$ cat src/rtl/proc_pkg.sv
// Shared processor constants: datapath widths and phase encoding.
package proc_pkg;

  localparam int unsigned DATA_W   = 16;
  localparam int unsigned ADDR_W   = 3;
  localparam int unsigned NUM_REGS = 2 ** ADDR_W;
  localparam int unsigned PHASE_W  = 3;

  localparam logic [PHASE_W-1:0] PH_IF  = 3'd0;
  localparam logic [PHASE_W-1:0] PH_ID  = 3'd1;
  localparam logic [PHASE_W-1:0] PH_EX  = 3'd2;
  localparam logic [PHASE_W-1:0] PH_MEM = 3'd3;
  localparam logic [PHASE_W-1:0] PH_WB  = 3'd4;

endpackage

$ cat src/rtl/register_file_wb_latch.sv
// Pending write-back latch: captures the decoded write during MEM and
// holds it until the WB phase commits it.
//   clk, reset     : clock, synchronous active-high reset
//   capture        : load a new pending write (MEM phase)
//   commit         : WB phase; clears the pending flag once consumed
//   write_add/data : write-back index and result
//   write_en       : decode's write-back enable
//   p_add, p_data  : held write-back index and data
//   wb_pending     : a captured write awaits commit
module wb_latch
  import proc_pkg::*;
(
  input  logic              clk,
  input  logic              reset,
  input  logic              capture,
  input  logic              commit,
  input  logic [ADDR_W-1:0] write_add,
  input  logic [DATA_W-1:0] write_data,
  input  logic              write_en,
  output logic [ADDR_W-1:0] p_add,
  output logic [DATA_W-1:0] p_data,
  output logic              wb_pending
);

  logic p_valid;

  // Last capture wins; a capture without enable cancels any pending write.
  always_ff @(posedge clk) begin
    if (reset) begin
      p_add   <= '0;
      p_data  <= '0;
      p_valid <= 1'b0;
    end else if (capture) begin
      p_add   <= write_add;
      p_data  <= write_data;
      p_valid <= write_en;
    end else if (commit) begin
      p_valid <= 1'b0;
    end
  end

  assign wb_pending = p_valid;

endmodule

$ cat src/rtl/register_file.sv
// Eight-entry general-purpose register file with registered read ports,
// a pending write-back latch and read bypass from the committing write.
//   clk, reset               : clock, synchronous active-high reset
//   phase                    : processor phase (IF/ID/EX/MEM/WB, 5-7 idle)
//   read_add_a, read_add_b   : operand indices, sampled in ID
//   write_add, writeOrder,
//   write_data               : write-back request, captured in MEM
//   read_data_a, read_data_b : registered operands
//   wb_pending               : a captured write awaits commit
module register_file
  import proc_pkg::*;
(
  input  logic               clk,
  input  logic               reset,
  input  logic [PHASE_W-1:0] phase,
  input  logic [ADDR_W-1:0]  read_add_a,
  input  logic [ADDR_W-1:0]  read_add_b,
  input  logic [ADDR_W-1:0]  write_add,
  input  logic               writeOrder,
  input  logic [DATA_W-1:0]  write_data,
  output logic [DATA_W-1:0]  read_data_a,
  output logic [DATA_W-1:0]  read_data_b,
  output logic               wb_pending
);

  logic [DATA_W-1:0] regs [NUM_REGS];
  logic [ADDR_W-1:0] p_add;
  logic [DATA_W-1:0] p_data;
  logic              rd_en;
  logic              wr_en;
  logic [DATA_W-1:0] byp_a;
  logic [DATA_W-1:0] byp_b;

  wb_latch u_wb_latch (
    .clk        (clk),
    .reset      (reset),
    .capture    (phase == PH_MEM),
    .commit     (phase == PH_WB),
    .write_add  (write_add),
    .write_data (write_data),
    .write_en   (writeOrder),
    .p_add      (p_add),
    .p_data     (p_data),
    .wb_pending (wb_pending)
  );

  // Kept as discrete nets so a read can be injected alongside a commit.
  assign rd_en = (phase == PH_ID);
  assign wr_en = (phase == PH_WB) && wb_pending;

  // A read colliding with the committing write returns the new value.
  always_comb begin
    byp_a = regs[read_add_a];
    byp_b = regs[read_add_b];
    if (wr_en && (p_add == read_add_a)) byp_a = p_data;
    if (wr_en && (p_add == read_add_b)) byp_b = p_data;
  end

  // Array and read ports.
  always_ff @(posedge clk) begin
    if (reset) begin
      for (int i = 0; i < int'(NUM_REGS); i++) regs[i] <= '0;
      read_data_a <= '0;
      read_data_b <= '0;
    end else begin
      if (wr_en) regs[p_add] <= p_data;
      if (rd_en) begin
        read_data_a <= byp_a;
        read_data_b <= byp_b;
      end
    end
  end

endmodule

$ cat config.mk
export PLATFORM = sky130hd
export DESIGN_NAME = register_file
export DESIGN_NICKNAME = d
export VERILOG_FILES = /design/src/rtl/proc_pkg.sv /design/src/rtl/register_file_wb_latch.sv /design/src/rtl/register_file.sv
export SDC_FILE = /design/constraint.sdc
export NUM_CORES = 1
export LEC_CHECK = 0
export CAP_MARGIN = 25
export CORE_MARGIN = 5
export CORE_UTILIZATION = 35
export CTS_CLUSTER_SIZE = 14
export DETAILED_ROUTE_END_ITERATION = 8
export GPL_TIMING_DRIVEN = 1
export PLACE_DENSITY = 0.51
export RECOVER_POWER = 25
export SYNTH_ARGS = -nofsm -noshare
export SYNTH_HDL_FRONTEND = slang
export SYNTH_SLANG_ARGS = --single-unit
$ cat constraint.sdc
create_clock -name clk -period 2 [get_ports clk]
set_clock_uncertainty 0.05 [all_clocks]
set_input_delay 0.5 -clock clk [delete_from_list [all_inputs] [get_ports clk]]
set_output_delay 0.5 -clock clk [all_outputs]
set_load 0.03 [all_outputs]
==> results of run 1 <==
registers in the layout (all words and copies together), names as in the netlist:
| register | count |
|---|---|
| read_data_b | 16 |
| u_wb_latch.wb_pending | 1 |
| u_wb_latch.p_data | 16 |
| read_data_a | 16 |
| u_wb_latch.p_add | 3 |
| regs | 128 |
synthesized netlist by cell type (all sizes together):
master,instances
nand3b,1
buf,21
or2,8
nand2b,4
nor3,34
mux2i,128
a21oi,52
nor2b,6
nor4b,1
dfxtp,52
and2,131
edfxtp,128
clkbuf,33
nand2,40
nand3,1
nor4,1
a22oi,64
nor2,42
metal layers:
layer / up-vias / track usage [%] / part of all wire, %
met4: 0 / 3.740 / 1.0
li1: 2876 / - / -
met5: - / 0 / 0
met1: 2886 / 22.25 / 48
met3: 14 / 2.664 / 3.7
met2: 121 / 25.00 / 47
report_power, final:
group	switching (W)	internal, W
Combinational	0.000496	0.000407
Sequential	0.000104	0.00411
Clock	0.00145	0.00171
worst min path at each step:
| stage | depth (start not counted) | slack [ns] | start | to |
|---|---|---|---|---|
| 6_report | 2 | 0.44 | read_data_a[8]$_SDFFE_PP0N_ | read_data_a[8]$_SDFFE_PP0N_ |
| 3_3_place_gp | 2 | 0.44 | read_data_a[4]$_SDFFE_PP0N_ | read_data_a[4]$_SDFFE_PP0N_ |
| 4_1_cts | 2 | 0.45 | read_data_a[1]$_SDFFE_PP0N_ | read_data_a[1]$_SDFFE_PP0N_ |
| 5_1_grt | 2 | 0.46 | read_data_a[2]$_SDFFE_PP0N_ | read_data_a[2]$_SDFFE_PP0N_ |
| 3_5_place_dp | 2 | 0.44 | read_data_a[8]$_SDFFE_PP0N_ | read_data_a[8]$_SDFFE_PP0N_ |
| 2_1_floorplan | 2 | 0.43 | u_wb_latch.p_add[0]$_SDFFE_PP0N_ | u_wb_latch.p_add[0]$_SDFFE_PP0N_ |
through the flow:
stage | area, um^2 | total power [W] | hold WS, ns
2_1_floorplan | 8715 | 0.004778 | 0.4334
3_3_place_gp | 10140 | 0.005192 | 0.4369
3_5_place_dp | 10140 | 0.005213 | 0.4403
4_1_cts | 10720 | 0.008357 | 0.4480
5_1_grt | 10720 | 0.008596 | 0.4631
6_report | 10720 | 0.008286 | 0.4427
cells by family after synthesis:
family	synth area share [%]
and+or+nand+nor	17.76
DFF	56.16
muxes	14.73
AOI/OAI and AO/OA	8.516
buffers and inverters	2.834
final cells by class:
class | count | area, um^2 | area share [%]
flip-flops and latches | 180 | 4885 | 45.55
multi-input cells | 515 | 3597 | 33.55
repair buffers | 118 | 1272 | 11.87
clock buffers | 19 | 464.2 | 4.329
well taps | 324 | 405.4 | 3.781
clock inverters | 13 | 96.34 | 0.8985
diodes | 1 | 2.502 | 0.02334
repair_timing:
item | 4_1_cts | 5_1_grt
pin swaps | 0 | 4
setup buffers | 2 | 0
gates resized for setup | 18 | 21
gates cloned | 0 | 3
endpoints found under the hold margin | 0 | 0
endpoints found under the setup margin | 28 | 175
==> results_dict.tcl, run 1 <==
set metrics [dict create \
    die_height_um 167.6 \
    maxCapViolations 0 \
    syn_inst 747 \
    grt_pass1_vias 5953 \
    drc 0 \
    syn-num-nets 778 \
    core_area_um2 24390 \
    timing.reg2reg.setup_slack_ns 0.34 \
    worstPathRequired_ns 1.45 \
    postRouteAntennaNets 0 \
    grt_overflow 0 \
    finalHoldViolations 0 \
    drtIter0Drc 409 \
    rows 57 \
    track_usage_pct 15.63 \
    cp_top_family "buffers and inverters" \
    crit_path_max_incr_delay_ns 0.41 \
    p_leak_nw 4.317 \
    cp_num_buf_inv 1 \
    syn-cell-area_um2 8698 \
    cts_sinks 180 \
    rsz0062_at_grt "false" \
    drv_slew 0 \
    worst_setup_path_start_kind "register" \
    gp_congestion 0.8159 \
    fin_crit_sh_pct 86.21 \
    tightest_slew_ns 0.6966 \
    p_per_area_nw_per_um2 772.7 \
    synth_top_cells_by_area "edfxtp_1 (44%), mux2i_1 (15%), dfxtp_1 (12%), and2_1 (9.4%), a22oi_1 (5.5%)" \
    crit_type "reg -> out" \
    vias 5897 \
    cts.clk_slew.worst_paths_ns 0.07 \
    root_buffer "clkbuf_16" \
    nets 863 \
    critical-path-slowest-cell "dlygate4sd2_1" \
    hold_buffers 0 \
    place_hpwl_um 15890 \
    status "complete, no violations" \
    slew_headroom_pct 53.56 \
    fin_cells 1170 \
    yosysTopAreaCell "edfxtp_1" \
    htree_num_levels 4 \
    cp-endpoint "read_data_b[0]" \
    grt_pass1_wl_um 34170 \
    synth_top_area_share_pct 44.19 \
    initial_core_util_pct 35.66 \
    setup_viol 0 \
    cts-buffers-inserted 17 \
    die_w_um 167.6 \
    finalCriticalPeriod_ns 1.724 \
    end_kind "output port" \
    wirelength_um 22230 \
    drt-pass1-iter-count 5 \
    reg2reg_depth 4 \
    ys.warnings.count 0 \
    wl_per_cell_um 19.00 \
    path_depth 1 \
    reg2reg_from "u_wb_latch.p_add[1]$_SDFFE_PP0N_" \
    syn_to_final_growth_pct 23.27 \
    grt_max_degree 61 \
    crit_arrival_ns 1.17 \
    setup-tns-final_ns 0 \
    synth.yosys.seq_area_share_pct 56.16 \
    cts.path.max_buffers 2 \
    drive_above_1_share_pct 13.25 \
    timing.final.ws_setup_ns 0.2758 \
    nFillCells 2279 \
    ys_ff_latch 180 \
    cp_cell_sequence "dlygate4sd2_1" \
    synth_cell_types 23 \
    preCtsSetupSlack_ns -0.4582 \
    clk_latency_ns 0.42 \
    io_pins 64 \
    die_area_um2 28100 \
    dp.cells 1132 \
    r2r_end "regs[4][7]$_SDFFCE_PN0P_" \
    crit_path_start "read_data_b[0]$_SDFFE_PP0N_" \
    io_buffers 63 \
    final_core_util_pct 43.96 \
    fmax_ghz 0.5800 \
    hold_path.class "reg -> reg" \
    vias_per_cell 5.040 \
    cp_max_fo 2 \
    cts_tree "yes" \
    vdd_drop_max_mv 0.4124 \
    final_cell_mix "mux2i_1 (128), edfxtp_1 (128), and2_1 (117)" \
    antenna_found_initial 0 \
    avgSynthCellArea_um2 11.64 \
]
(Power assumes the default switching activity.)
==> inputs of run 2 (changes only) <==
Settings changed: GPL_TIMING_DRIVEN 1 to unset.
==> results of run 2 <==
Final layout, timing and power as in run 1 (identical DEF).
